## src/rtl/multi_cycle_control_unit_pkg.sv

```systemverilog
// Shared CPU definitions: opcodes, control-unit state encodings, ALUOp, PCSrc and RegDst codes.
package cpu_pkg;
    localparam int OPW = 6;
    localparam int STW = 4;

    localparam logic [OPW-1:0] OP_ADD   = 6'b000000;
    localparam logic [OPW-1:0] OP_SUB   = 6'b000001;
    localparam logic [OPW-1:0] OP_ADDIU = 6'b000010;
    localparam logic [OPW-1:0] OP_AND   = 6'b010000;
    localparam logic [OPW-1:0] OP_ANDI  = 6'b010001;
    localparam logic [OPW-1:0] OP_ORI   = 6'b010010;
    localparam logic [OPW-1:0] OP_XORI  = 6'b010011;
    localparam logic [OPW-1:0] OP_SLL   = 6'b011000;
    localparam logic [OPW-1:0] OP_SLTI  = 6'b100110;
    localparam logic [OPW-1:0] OP_SLT   = 6'b100111;
    localparam logic [OPW-1:0] OP_SLTIU = 6'b101000;
    localparam logic [OPW-1:0] OP_SW    = 6'b110000;
    localparam logic [OPW-1:0] OP_LW    = 6'b110001;
    localparam logic [OPW-1:0] OP_BEQ   = 6'b110100;
    localparam logic [OPW-1:0] OP_BNE   = 6'b110101;
    localparam logic [OPW-1:0] OP_BLTZ  = 6'b110110;
    localparam logic [OPW-1:0] OP_J     = 6'b111000;
    localparam logic [OPW-1:0] OP_JR    = 6'b111001;
    localparam logic [OPW-1:0] OP_JAL   = 6'b111010;
    localparam logic [OPW-1:0] OP_HALT  = 6'b111111;

    typedef enum logic [STW-1:0] {
        S_IF     = 4'b0000,
        S_ID     = 4'b0001,
        S_EXE_AL = 4'b0010,
        S_WB_AL  = 4'b0011,
        S_EXE_BR = 4'b0100,
        S_EXE_LS = 4'b0101,
        S_MEM    = 4'b0110,
        S_WB_LD  = 4'b0111,
        S_HALT   = 4'b1000
    } state_t;

    localparam logic [2:0] ALU_ADD  = 3'b000;
    localparam logic [2:0] ALU_SUB  = 3'b001;
    localparam logic [2:0] ALU_SLT  = 3'b010;
    localparam logic [2:0] ALU_SLTU = 3'b011;
    localparam logic [2:0] ALU_SLL  = 3'b100;
    localparam logic [2:0] ALU_OR   = 3'b101;
    localparam logic [2:0] ALU_AND  = 3'b110;
    localparam logic [2:0] ALU_XOR  = 3'b111;

    localparam logic [1:0] PC_NEXT   = 2'b00;
    localparam logic [1:0] PC_BRANCH = 2'b01;
    localparam logic [1:0] PC_RS     = 2'b10;
    localparam logic [1:0] PC_JUMP   = 2'b11;

    localparam logic [1:0] RD_RA = 2'b00;
    localparam logic [1:0] RD_RT = 2'b01;
    localparam logic [1:0] RD_RD = 2'b10;
endpackage

```

## src/rtl/multi_cycle_control_unit_if.sv

```systemverilog
// Control-unit bundle: IR opcode and ALU flags in, datapath enables/selects and debug state out.
interface multi_cycle_control_unit_if;
    logic [cpu_pkg::OPW-1:0] opcode;
    logic                    zero;
    logic                    sign;
    logic                    PCWre;
    logic                    IRWre;
    logic                    InsMemRW;
    logic                    RegWre;
    logic                    ALUSrcA;
    logic                    ALUSrcB;
    logic [2:0]              ALUOp;
    logic                    ExtSel;
    logic                    mRD;
    logic                    mWR;
    logic                    DBDataSrc;
    logic                    WrRegDSrc;
    logic [1:0]              RegDst;
    logic [1:0]              PCSrc;
    logic [cpu_pkg::STW-1:0] state;

    // Control signals are level-qualified per cycle; there is no valid/ready handshake on this bundle.
    modport master (
        input  opcode, zero, sign,
        output PCWre, IRWre, InsMemRW, RegWre, ALUSrcA, ALUSrcB, ALUOp, ExtSel,
               mRD, mWR, DBDataSrc, WrRegDSrc, RegDst, PCSrc, state
    );
    modport slave (
        output opcode, zero, sign,
        input  PCWre, IRWre, InsMemRW, RegWre, ALUSrcA, ALUSrcB, ALUOp, ExtSel,
               mRD, mWR, DBDataSrc, WrRegDSrc, RegDst, PCSrc, state
    );
endinterface

```

## src/rtl/multi_cycle_control_unit_opdecode.sv

```systemverilog
// Combinational opcode-class decode: instruction class flags plus ALUOp and extension select.
module cu_opdecode
    import cpu_pkg::*;
(
    input  logic [OPW-1:0] opcode_i,
    output logic           is_rtype_o,
    output logic           is_imm_o,
    output logic           is_branch_o,
    output logic           is_mem_o,
    output logic           is_jump_o,
    output logic           is_halt_o,
    output logic [2:0]     aluop_o,
    output logic           extsel_o
);
    always_comb begin
        is_rtype_o  = 1'b0;
        is_imm_o    = 1'b0;
        is_branch_o = 1'b0;
        is_mem_o    = 1'b0;
        is_jump_o   = 1'b0;
        is_halt_o   = 1'b0;
        aluop_o     = ALU_ADD;
        extsel_o    = 1'b0;
        case (opcode_i)
            OP_ADD:   begin is_rtype_o = 1'b1; aluop_o = ALU_ADD; end
            OP_SUB:   begin is_rtype_o = 1'b1; aluop_o = ALU_SUB; end
            OP_AND:   begin is_rtype_o = 1'b1; aluop_o = ALU_AND; end
            OP_SLL:   begin is_rtype_o = 1'b1; aluop_o = ALU_SLL; end
            OP_SLT:   begin is_rtype_o = 1'b1; aluop_o = ALU_SLT; end
            OP_ADDIU: begin is_imm_o = 1'b1; aluop_o = ALU_ADD;  extsel_o = 1'b1; end
            OP_ANDI:  begin is_imm_o = 1'b1; aluop_o = ALU_AND; end
            OP_ORI:   begin is_imm_o = 1'b1; aluop_o = ALU_OR; end
            OP_XORI:  begin is_imm_o = 1'b1; aluop_o = ALU_XOR; end
            OP_SLTI:  begin is_imm_o = 1'b1; aluop_o = ALU_SLT;  extsel_o = 1'b1; end
            OP_SLTIU: begin is_imm_o = 1'b1; aluop_o = ALU_SLTU; extsel_o = 1'b1; end
            OP_SW, OP_LW: begin is_mem_o = 1'b1; extsel_o = 1'b1; end
            OP_BEQ, OP_BNE, OP_BLTZ: begin is_branch_o = 1'b1; aluop_o = ALU_SUB; extsel_o = 1'b1; end
            OP_J, OP_JR, OP_JAL: is_jump_o = 1'b1;
            OP_HALT:  is_halt_o = 1'b1;
            default:  ;
        endcase
    end
endmodule

```

## src/rtl/multi_cycle_control_unit.sv

```systemverilog
// Multi-cycle CPU sequencing FSM; outputs are combinational from state, opcode and ALU flags.
// Build option CU_ILLEGAL_TRAP_EN: unrecognised opcodes halt and raise 'illegal' instead of acting as nop.
module multi_cycle_control_unit
    import cpu_pkg::*;
(
    input logic                        CLK,
    input logic                        RST,
    multi_cycle_control_unit_if.master bus
`ifdef CU_ILLEGAL_TRAP_EN
    , output logic                     illegal
`endif
);
    state_t     state_q, state_d;
    logic       is_rtype, is_imm, is_branch, is_mem, is_jump, is_halt, dec_extsel;
    logic [2:0] dec_aluop;
    logic       pc_wre, ir_wre, ins_mem_rw, reg_wre, alu_src_a, alu_src_b, ext_sel;
    logic       m_rd, m_wr, db_data_src, wr_reg_d_src, taken;
    logic [2:0] alu_op;
    logic [1:0] reg_dst, pc_src;

    cu_opdecode u_opdecode (
        .opcode_i    (bus.opcode),
        .is_rtype_o  (is_rtype),
        .is_imm_o    (is_imm),
        .is_branch_o (is_branch),
        .is_mem_o    (is_mem),
        .is_jump_o   (is_jump),
        .is_halt_o   (is_halt),
        .aluop_o     (dec_aluop),
        .extsel_o    (dec_extsel)
    );

    always_ff @(posedge CLK) begin
        if (RST) state_q <= S_IF;
        else     state_q <= state_d;
    end

`ifdef CU_ILLEGAL_TRAP_EN
    logic illegal_q;
    always_ff @(posedge CLK) begin
        if (RST)
            illegal_q <= 1'b0;
        else if (state_q == S_ID && !(is_rtype || is_imm || is_branch || is_mem || is_jump || is_halt))
            illegal_q <= 1'b1;
    end
    assign illegal = illegal_q;
`endif

    assign taken = (bus.opcode == OP_BEQ  &&  bus.zero) ||
                   (bus.opcode == OP_BNE  && !bus.zero) ||
                   (bus.opcode == OP_BLTZ &&  bus.sign);

    always_comb begin
        pc_wre = 1'b0; ir_wre = 1'b0; ins_mem_rw = 1'b0; reg_wre = 1'b0;
        alu_src_a = 1'b0; alu_src_b = 1'b0; alu_op = ALU_ADD; ext_sel = 1'b0;
        m_rd = 1'b0; m_wr = 1'b0; db_data_src = 1'b0; wr_reg_d_src = 1'b0;
        reg_dst = RD_RA; pc_src = PC_NEXT;
        state_d = S_IF;
        // Reset shows the fetch pattern but with both write enables held low.
        if (RST) begin
            ins_mem_rw = 1'b1;
        end else begin
            case (state_q)
                S_IF: begin
                    ins_mem_rw = 1'b1;
                    ir_wre     = 1'b1;
                    state_d    = S_ID;
                end
                S_ID: begin
                    if (is_jump) begin
                        pc_wre  = 1'b1;
                        pc_src  = (bus.opcode == OP_JR) ? PC_RS : PC_JUMP;
                        reg_wre = (bus.opcode == OP_JAL);
                        state_d = S_IF;
                    end else if (is_halt) begin
                        state_d = S_HALT;
                    end else if (is_branch) begin
                        state_d = S_EXE_BR;
                    end else if (is_mem) begin
                        state_d = S_EXE_LS;
                    end else if (is_rtype || is_imm) begin
                        state_d = S_EXE_AL;
                    end else begin
`ifdef CU_ILLEGAL_TRAP_EN
                        state_d = S_HALT;
`else
                        pc_wre  = 1'b1;
                        state_d = S_IF;
`endif
                    end
                end
                S_EXE_AL: begin
                    alu_op    = dec_aluop;
                    alu_src_a = (bus.opcode == OP_SLL);
                    alu_src_b = is_imm;
                    ext_sel   = dec_extsel;
                    state_d   = S_WB_AL;
                end
                S_WB_AL: begin
                    reg_wre      = 1'b1;
                    wr_reg_d_src = 1'b1;
                    reg_dst      = is_rtype ? RD_RD : RD_RT;
                    pc_wre       = 1'b1;
                end
                S_EXE_BR: begin
                    alu_op  = ALU_SUB;
                    ext_sel = 1'b1;
                    pc_wre  = 1'b1;
                    pc_src  = taken ? PC_BRANCH : PC_NEXT;
                end
                S_EXE_LS: begin
                    alu_src_b = 1'b1;
                    ext_sel   = 1'b1;
                    state_d   = S_MEM;
                end
                S_MEM: begin
                    if (bus.opcode == OP_LW) begin
                        m_rd    = 1'b1;
                        state_d = S_WB_LD;
                    end else begin
                        m_wr   = 1'b1;
                        pc_wre = 1'b1;
                    end
                end
                S_WB_LD: begin
                    m_rd         = 1'b1;
                    reg_wre      = 1'b1;
                    reg_dst      = RD_RT;
                    wr_reg_d_src = 1'b1;
                    db_data_src  = 1'b1;
                    pc_wre       = 1'b1;
                end
                S_HALT:  state_d = S_HALT;
                default: state_d = S_IF;
            endcase
        end
    end

    assign bus.PCWre     = pc_wre;
    assign bus.IRWre     = ir_wre;
    assign bus.InsMemRW  = ins_mem_rw;
    assign bus.RegWre    = reg_wre;
    assign bus.ALUSrcA   = alu_src_a;
    assign bus.ALUSrcB   = alu_src_b;
    assign bus.ALUOp     = alu_op;
    assign bus.ExtSel    = ext_sel;
    assign bus.mRD       = m_rd;
    assign bus.mWR       = m_wr;
    assign bus.DBDataSrc = db_data_src;
    assign bus.WrRegDSrc = wr_reg_d_src;
    assign bus.RegDst    = reg_dst;
    assign bus.PCSrc     = pc_src;
    assign bus.state     = state_q;
endmodule

```

## src/flat_wrapper.sv

```systemverilog
// flat-port wrapper written by rule: the top's interface ports become plain ports
module multi_cycle_control_unit_flat import cpu_pkg::*;
  (CLK, RST, bus_opcode, bus_zero, bus_sign, bus_PCWre, bus_IRWre, bus_InsMemRW, bus_RegWre, bus_ALUSrcA, bus_ALUSrcB, bus_ALUOp, bus_ExtSel, bus_mRD, bus_mWR, bus_DBDataSrc, bus_WrRegDSrc, bus_RegDst, bus_PCSrc, bus_state);
  multi_cycle_control_unit_if bus_i ();
  input logic CLK;
  input logic RST;
  input wire logic [$bits(bus_i.opcode)-1:0] bus_opcode;
  input wire logic [$bits(bus_i.zero)-1:0] bus_zero;
  input wire logic [$bits(bus_i.sign)-1:0] bus_sign;
  output wire logic [$bits(bus_i.PCWre)-1:0] bus_PCWre;
  output wire logic [$bits(bus_i.IRWre)-1:0] bus_IRWre;
  output wire logic [$bits(bus_i.InsMemRW)-1:0] bus_InsMemRW;
  output wire logic [$bits(bus_i.RegWre)-1:0] bus_RegWre;
  output wire logic [$bits(bus_i.ALUSrcA)-1:0] bus_ALUSrcA;
  output wire logic [$bits(bus_i.ALUSrcB)-1:0] bus_ALUSrcB;
  output wire logic [$bits(bus_i.ALUOp)-1:0] bus_ALUOp;
  output wire logic [$bits(bus_i.ExtSel)-1:0] bus_ExtSel;
  output wire logic [$bits(bus_i.mRD)-1:0] bus_mRD;
  output wire logic [$bits(bus_i.mWR)-1:0] bus_mWR;
  output wire logic [$bits(bus_i.DBDataSrc)-1:0] bus_DBDataSrc;
  output wire logic [$bits(bus_i.WrRegDSrc)-1:0] bus_WrRegDSrc;
  output wire logic [$bits(bus_i.RegDst)-1:0] bus_RegDst;
  output wire logic [$bits(bus_i.PCSrc)-1:0] bus_PCSrc;
  output wire logic [$bits(bus_i.state)-1:0] bus_state;
  assign bus_i.opcode = bus_opcode;
  assign bus_i.zero = bus_zero;
  assign bus_i.sign = bus_sign;
  assign bus_PCWre = bus_i.PCWre;
  assign bus_IRWre = bus_i.IRWre;
  assign bus_InsMemRW = bus_i.InsMemRW;
  assign bus_RegWre = bus_i.RegWre;
  assign bus_ALUSrcA = bus_i.ALUSrcA;
  assign bus_ALUSrcB = bus_i.ALUSrcB;
  assign bus_ALUOp = bus_i.ALUOp;
  assign bus_ExtSel = bus_i.ExtSel;
  assign bus_mRD = bus_i.mRD;
  assign bus_mWR = bus_i.mWR;
  assign bus_DBDataSrc = bus_i.DBDataSrc;
  assign bus_WrRegDSrc = bus_i.WrRegDSrc;
  assign bus_RegDst = bus_i.RegDst;
  assign bus_PCSrc = bus_i.PCSrc;
  assign bus_state = bus_i.state;
  multi_cycle_control_unit u_core (.CLK(CLK), .RST(RST), .bus(bus_i));
endmodule
```

## config.mk

```make
export PLATFORM = sky130hd
export DESIGN_NAME = multi_cycle_control_unit_flat
export DESIGN_NICKNAME = d
export VERILOG_FILES = /design/src/rtl/multi_cycle_control_unit_pkg.sv /design/src/rtl/multi_cycle_control_unit_if.sv /design/src/rtl/multi_cycle_control_unit_opdecode.sv /design/src/rtl/multi_cycle_control_unit.sv /design/src/flat_wrapper.sv
export SDC_FILE = /design/constraint.sdc
export NUM_CORES = 1
export LEC_CHECK = 0
export ABC_AREA = 1
export BUFFER_PORTS_ARGS = -buffer_cell sky130_fd_sc_hd__buf_2
export CORE_UTILIZATION = 40
export CTS_CLUSTER_DIAMETER = 50
export DETAILED_ROUTE_END_ITERATION = 10
export PLACE_DENSITY = 0.75
export SETUP_SLACK_MARGIN = 0.1
export SYNTH_ARGS = -nofsm -noshare
export SYNTH_HDL_FRONTEND = slang
export SYNTH_SLANG_ARGS = --single-unit
```

## constraint.sdc

```tcl
create_clock -name CLK -period 1.1 [get_ports CLK]
set_input_delay 0.165 -clock CLK [delete_from_list [all_inputs] [get_ports CLK]]
set_output_delay 0.165 -clock CLK [all_outputs]
set_load 0.05 [all_outputs]
```

==> summary.txt, run 1 <==
Yosys
  • Seq cells post-synth: 4
  • Top cell type's share of synthesized area: between 15 and 20%
  • Post-synth EDFFs: 0
  • Mapped Cells: roughly 130
  • Syn. warnings: 0
  • Most frequent cells after synthesis: nand2_1, nor2_1, nand3_1
  • Sequential area share after synthesis: ~12%
  • Syn avg cell area: 5.05 um2
  • Syn Nets: ~140
  • Area leader, netlist: nand2_1
  • Post-synth ARST share: 0%
  • Yosys cell types: 21
  • Post-synth top flop: dfxtp_1
  • Synthesized cell area: 662 um2
  • Top-count cell post-synth: nand2_1
  • Area contributors post-synth: nand2_1, nor2_1, dfxtp_1

Floorplanning
  • Chip Width: about 43 um
  • Rows: 14
  • Chip height: between 40 and 50 um
  • Ports: 32
  • Initial Util: 43.4%

Place
  • Hpwl dp: 2280 um
  • I/O Buffers: 31
  • Final Wtd Congestion: 0.996
  • Worst slack, placed: -0.483 ns

Outcome
  • Log Error: [ERROR DPL-0038] Utilization greater than 100%, impossible to legalize
  • Outcome: did not finish
  • Last stage: clock tree synthesis (4_1_cts)

Clock tree
  • CTS resizes: 68
  • Hold_buf cts: 0
  • CTS buffer count: 3
  • H-tree depth: 1
  • Clock sink count: 4
  • Post-CTS Setup Bufs: 4
  • Clk buf depth: 2
  • Clock Root Buffer: clkbuf_4
## per-stage QoR
step | instances | setup TNS, ns | cell area, um2
floorplan | 131 | -6.59 | 886
detailed placement | 212 | -6.52 | 1330
global placement | 212 | -5.62 | 1330
## cells by family after synthesis
| group | share of synthesized area [%] |
|---|---|
| buffers and inverters | 12.7 |
| and+or+nand+nor | 62.8 |
| DFF | 12.1 |
| AOI/OAI and AO/OA | 12.5 |
==> run 2, diff against run 1 <==
Settings changed: CORE_AREA from default to 2 2 63 65, CORE_UTILIZATION 40 to default, CTS_CLUSTER_DIAMETER 50 to default, DIE_AREA from default to 0 0 65 67, PLACE_DENSITY 0.75 to default, PLACE_DENSITY_LB_ADDON from default to 0.15, SETUP_SLACK_MARGIN 0.1 to default.
Clock period 1.1 ns to 1.4 ns, I/O delays scaled along.
==> summary.txt, run 2 <==
Outcome
  • Outcome: finished with violations
  • Failing checks: setup timing

Yosys
  • Post-synth ARST share: 0% (unchanged)
  • Top cell type's share of synthesized area: 18.1% (unchanged)
  • Area contributors post-synth: nand2_1, nor2_1, dfxtp_1
  • Syn avg cell area: 5.05 um2 (unchanged)
  • Mapped Cells: 131 (unchanged)
  • Synthesized cell area: 662 um2 (unchanged)
  • Yosys cell types: 21 (unchanged)
  • Syn Nets: 141 (unchanged)
  • Seq cells post-synth: 4 (unchanged)
  • Area leader, netlist: nand2_1
  • Sequential area share after synthesis: 12.1% (unchanged)
  • Most frequent cells after synthesis: nand2_1, nor2_1, nand3_1
  • Syn. warnings: 0 (unchanged)
  • Post-synth top flop: dfxtp_1
  • Top-count cell post-synth: nand2_1
  • Post-synth EDFFs: 0 (unchanged)

Clock tree
  • Later-pin clock latency in the skew report: 0.21 ns
  • Clock sink count: 4 (unchanged)
  • Clk buf depth: 2 (unchanged)
  • CTS tree: built
  • CTS clock-pin slew for the worst setup and hold paths: 0.03 ns
  • Clock Root Buffer: clkbuf_8
  • H-tree depth: 1 (unchanged)
  • CTS buffer count: 3 (unchanged)

Floorplanning
  • Initial Util: 18.4% (-25 points)
  • Rows: 22 (+8)
  • Chip Width: 65 um (+52%)
  • Placeable Area: 0.00361 mm2
  • Die area: between 0.004 and 0.005 mm2
  • Chip height: 67 um (+57%)
  • Ports: 32 (unchanged)

Critical path
  • Crit Path Class: reg -> out
  • Slowest-stage cell, CP: dfxtp_4
  • Max incr delay on CP: 0.36 ns
  • Startpoint Class: flop
  • Worst path bufs/invs: 2
  • CP max FO: 5
  • CP endpoint kind: output port
  • Worst EP required: 1.19 ns
  • CP startpoint: u_core.bus.state[3]$_SDFF_PP0_
  • Worst Path Arrival: 1.43 ns
  • Cell family with most CP delay: simple AND/OR/NAND/NOR gates
  • Reg2reg start: u_core.bus.state[3]$_SDFF_PP0_
  • Critical-path cell list: nor2_4, nand3_1, inv_2, nand2_4, a41oi_4, buf_6

Hold path
  • Hold Path Class: in -> reg
  • Hold Startpoint: bus_opcode[3]

Power
  • Net Sw Power: around 0.00028 W
  • Power per cell area: 429 mW/mm2
  • Comb pwr share: between 50% and 60%
  • Pint: 0.000445 W
  • Max VDD drop: 359 uV
  • Sequential Power Share: ~18%
  • Net Sw Frac: 38.3%
  • Clock share of power: between 30% and 40%
  • Leak pwr: 0.796 nW

Place
  • Worst slack, placed: -0.273 ns (+0.211 ns)
  • Hpwl dp: 2310 um (+1.4%)
  • Post-DP Area: 0.00135 mm2 (+1.5%)
  • Final Wtd Congestion: 0.817 (-18%)
  • I/O Buffers: 31 (unchanged)

Finish
  • Commonest non-fill, non-tap cell in the layout: buf_4
  • Max reg flops: 4
  • Multi-input logic area: 776 um2
  • Commonest cells after routing, fill and taps aside: buf_4, nand2_1, nor2_1, buf_6
  • Design area: 0.00168 mm2
  • Filler cells: about 360
  • Synthesis-to-layout area growth: 154%
  • Antenna diodes: 0
  • Final nets: 218
  • Layout cells sized above 1: 65.0%
  • Register area: 95.1 um2

Global route
  • Total track usage: 14.0%
  • Largest net degree at the start of global routing: 9
  • First-pass GRT wire length: 4860 um
  • Vias in the first global route: 1142
  • Met2 Use GR: 26.0%
  • Layer with the highest usage: met2
  • GR Overflow Total: 0
  • GRT met3 Usage: 1.01%
  • Routing usage on met1: 17.2%
  • Initial antenna violation count: 0

Timing
  • Final worst-path cycle share: 117%
  • RSZ-0062 raised after global routing: true
  • Setup ws final: -0.238 ns
  • Top achievable clock speed: 611 MHz
  • Worst-Margin Slew: 0.292 ns
  • Worst slew margin: 80.6%
  • Setup clock skew after layout: around 0.00054 ns
  • Final hold violation count: 0
  • Total negative slack: -2.51 ns
  • Final setup viols: 16
  • Final Critical Period: 1.64 ns
  • Slew Limit Fails: 0

Routing
  • Routed Antenna Nets: 0
  • Iter 0 DRT Violations: 42
  • Detailed Routing Iterations Pass 1: 4
  • WL/cell: 11.7 um
  • DR vias: 1108
  • Residual DRC: 0
  • Via density: 4.36
  • Final wirelength: a little under 3000 um

Flow run
  • Max_cap viols: 0
run 2: cell counts after synthesis:
No cell type changed its count.
run 2: cell type report:
type / count / share of cell area [%]
multi-input combinational: 105 / 46.1
timing repair buffer: 73 / 36.9
sequential: 4 / 5.65
tap: 48 / 3.57
inverter: 21 / 5.35
clock buffer: 3 / 2.45
run 2: what timing repair did:
action / CTS / global route
resized for setup: 60 / 15
endpoints found under the setup margin: 18 / 18
pin swaps: 15 / 10
setup buffers: 4 / 3
hold buffers: 0 / 0
run 2: worst min-delay path: cells and delay by family:
kind | cells | cell delay [ns]
AO/OA/AOI/OAI | 1 | 0.07
buffers and inverters | 2 | 0.16
AND/OR/NAND/NOR | 3 | 0.20
run 2: cell families (layout without fill, tap and decap cells):
| logic type | after synthesis | after routing | share of synthesized area, % |
|---|---|---|---|
| DFF | 4 | 4 | 12.1 |
| buffers and inverters | 22 | 97 | 12.7 |
| AOI/OAI and AO/OA | 14 | 14 | 12.5 |
| and+or+nand+nor | 91 | 91 | 62.8 |
run 2: through the flow:
stage / hold WS [ns] / power (W) / std cells / utilization, %
2_1_floorplan: 0.477 / 0.000295 / 131 / -
3_3_place_gp: 0.575 / 0.000426 / 246 / 37.5
3_5_place_dp: 0.575 / 0.000426 / 246 / 37.5
4_1_cts: 0.530 / 0.000708 / 253 / 45.1
5_1_grt: 0.523 / 0.000761 / 254 / 46.7
6_report: 0.479 / 0.000722 / 254 / 46.7
run 2: final timing paths:
check,end,slack [ns],cells after the start
hold reg to reg,u_core.bus.state[3]$_SDFF_PP0_,0.58,2
hold / removal,u_core.bus.state[2]$_SDFF_PP0_,0.48,6
setup reg to reg,u_core.bus.state[0]$_SDFF_PP0_,0.10,7
setup / recovery,bus_ALUOp[1],-0.24,6
run 2: power groups by stage:
stage               clock network (W)  registers (W)  logic (W)
floorplan                           0       0.000145   0.000150
global placement                    0       0.000126   0.000300
detailed placement                  0       0.000126   0.000300
CTS                          0.000239       0.000126   0.000343
global route                 0.000247       0.000129   0.000385
finish                       0.000231       0.000128   0.000363
run 2: metal layers:
layer	wire length, um	vias to the layer above	share of wire, %
li1	-	575	-
met1	1300	500	44
met2	1520	27	51
met3	74	6	2.5
met4	63	0	2.1
met5	0	-	0
Power figures use the tool's default switching activity.
==> run 3, diff against run 2 <==
Settings changed: PLACE_DENSITY_LB_ADDON 0.15 to default.
==> summary.txt, run 3 (synthesis results as in run 2) <==
Critical path
  • Worst Path Arrival: 1.42 ns (about the same)
  • FF-to-FF path depth: 11 (+4)
  • Worst path bufs/invs: 2 (unchanged)
  • Crit Path Class: reg -> out
  • Startpoint Class: flop
  • Cell family with most CP delay: simple AND/OR/NAND/NOR gates
  • Slowest-stage cell, CP: dfxtp_4
  • CP max FO: 4 (-1)
  • Worst EP required: 1.19 ns (about the same)
  • Reg2reg start: u_core.bus.state[2]$_SDFF_PP0_
  • Critical-path cell list: nor2_4, nand3_2, inv_2, nand2_4, a41oi_4, buf_6
  • CP startpoint: u_core.bus.state[2]$_SDFF_PP0_
  • Reg2Reg Setup Slack: -0.13 ns (-0.23 ns)
  • RR Endpoint: u_core.bus.state[1]$_SDFF_PP0_
  • Max incr delay on CP: 0.35 ns (about the same)
  • CP endpoint kind: output port

Routing
  • Routed Antenna Nets: 0 (unchanged)
  • Via density: 4.43 (+1.6%)
  • Residual DRC: 0 (unchanged)
  • Final wirelength: 2780 um (-6.2%)
  • WL/cell: 10.9 um (-7.0%)
  • DR vias: 1135 (+2.4%)
  • Detailed Routing Iterations Pass 1: 4 (unchanged)
  • Iter 0 DRT Violations: 28 (-33%)

Finish
  • Layout cells sized above 1: 67.8% (+2.7 points)
  • Commonest cells after routing, fill and taps aside: buf_4, nand2_1, buf_6
  • Max reg flops: 4 (unchanged)
  • Synthesis-to-layout area growth: 160%
  • Commonest non-fill, non-tap cell in the layout: buf_4
  • Post-layout util: 47.7% (+0.97 points)
  • Final nets: 220 (+0.92%)
  • Antenna diodes: 0 (unchanged)
  • Register area: 95.1 um2 (unchanged)
  • Post-route insts no fill: 256 (+0.79%)
  • Filler cells: 356 (-0.56%)
  • Multi-input logic area: 798 um2 (+2.9%)

Floorplanning
  • Ports: 32 (unchanged)
  • Chip height: 67 um (unchanged)
  • Rows: 22 (unchanged)
  • Initial Util: 18.4% (unchanged)
  • Placeable Area: 0.00361 mm2 (unchanged)
  • Die area: 0.00436 mm2 (unchanged)
  • Chip Width: 65 um (unchanged)

Place
  • Hpwl dp: 2070 um (-10%)
  • I/O Buffers: 31 (unchanged)
  • Final Wtd Congestion: 0.809 (-0.92%)
  • DP Cell Count: 243 (-1.2%)

Global route
  • Largest net degree at the start of global routing: 9 (unchanged)
  • First-pass GRT wire length: 4390 um (-9.7%)
  • Vias in the first global route: 1096 (-4.0%)
  • GR Overflow Total: 0 (unchanged)
  • Initial antenna violation count: 0 (unchanged)
  • Total track usage: 12.7% (-1.3 points)

Timing
  • Setup ws final: -0.233 ns (+0.00460 ns)
  • Top achievable clock speed: 612 MHz (+0.28%)
  • Setup clock skew after layout: 0.000151 ns (-0.000388 ns)
  • Worst-Margin Slew: 0.277 ns (-0.0148 ns)
  • RSZ-0062 raised after global routing: true
  • Slew Limit Fails: 0 (unchanged)
  • Fin Hold WS: 0.549 ns (+0.0703 ns)
  • Final worst-path cycle share: 117% (-0.33 points)
  • Final hold violation count: 0 (unchanged)
  • Worst slew margin: 81.5% (+0.98 points)
  • Total negative slack: -2.44 ns (+0.0707 ns)
  • Final Critical Period: 1.63 ns (-0.00460 ns)
  • Final setup viols: 17 (+1)

Outcome
  • Failing checks: setup timing
  • Outcome: finished with violations

Power
  • Comb pwr share: 49.9% (-0.3 points)
  • Leak pwr: 0.804 nW (+0.94%)
  • Clock share of power: 32.6% (+0.6 points)
  • Net Sw Power: 0.000279 W (+0.90%)
  • Total power: 0.000720 W (-0.32%)
  • Pint: 0.000441 W (-1.1%)
  • Sequential Power Share: 17.4% (-0.4 points)
  • Net Sw Frac: 38.8% (+0.47 points)
  • Power per cell area: 419 mW/mm2 (-2.4%)
  • Max VDD drop: 286 uV (-20%)

Clock tree
  • CTS clock-pin slew for the worst setup and hold paths: 0.03 ns (about the same)
  • H-tree depth: 1 (unchanged)
  • Clock sink count: 4 (unchanged)
  • CTS buffer count: 3 (unchanged)
  • Later-pin clock latency in the skew report: 0.21 ns (about the same)
  • Clk buf depth: 2 (unchanged)
  • Clock Root Buffer: clkbuf_8
  • CTS tree: built

Hold path
  • Endpoint, Worst Hold: u_core.bus.state[0]$_SDFF_PP0_
  • Hold Startpoint: RST
  • WHS Path Cells: 3 (-3)
  • Hold Path Class: in -> reg

Flow run
  • Max_cap viols: 0 (unchanged)
run 3: worst max-delay path by stage:
stage,to,slack (ns),cells past startpoint
CTS,bus_ALUOp[1],-0.23,6
global route,bus_ALUOp[1],-0.29,6
finish,bus_ALUOp[1],-0.23,6
global placement,bus_ALUSrcB,-0.26,9
detailed placement,bus_ALUSrcB,-0.25,9
floorplan,bus_RegDst[1],-0.50,5
run 3: layout make-up:
cell class | count | share of cell area, %
well taps | 48 | 3.49
inverters | 21 | 5.09
multi-input cells | 105 | 46.4
repair buffers | 75 | 37.0
flip-flops and latches | 4 | 5.53
clock buffers | 3 | 2.40
run 3: routing by layer:
metal	wire length [um]	vias to the layer above	global-route usage, %	part of all wire (%)
met5	0	-	0	0
li1	-	581	-	-
met2	1400	30	22.8	50
met3	128	4	2.87	4.6
met4	39	0	2.39	1.4
met1	1210	520	15.5	43
run 3: worst reg2reg max path, delay by kind of cell (launching register included):
kind,cells,cell delay [ns]
AND/OR/NAND/NOR,4,0.36
AO/OA/AOI/OAI,1,0.15
buffers and inverters,6,0.57
flip-flops,1,0.36
run 3: power by group through the flow:
stage | Sequential (W) | Clock (W) | Combinational, W
5_1_grt | 0.000126 | 0.000251 | 0.000384
3_5_place_dp | 0.000127 | 0 | 0.000284
6_report | 0.000125 | 0.000235 | 0.000359
3_3_place_gp | 0.000127 | 0 | 0.000285
2_1_floorplan | 0.000145 | 0 | 0.000150
4_1_cts | 0.000125 | 0.000239 | 0.000335
run 3: what timing repair did:
| action | 4_1_cts | 5_1_grt |
|---|---|---|
| hold buffers | 0 | 0 |
| gates resized for setup | 61 | 17 |
| cloned | 0 | 0 |
| endpoints found under the hold margin | 0 | 0 |
| pin swaps | 18 | 6 |
| endpoints found under the setup margin | 18 | 19 |
| buffers inserted | 8 | 2 |
run 3: stage by stage:
| stage | setup WS [ns] | instance area (um2) |
|---|---|---|
| after floorplan | -0.497 | 863 |
| after global placement | -0.262 | 1330 |
| after detailed placement | -0.245 | 1330 |
| after CTS | -0.232 | 1640 |
| after global routing | -0.288 | 1720 |
| final | -0.233 | 1720 |
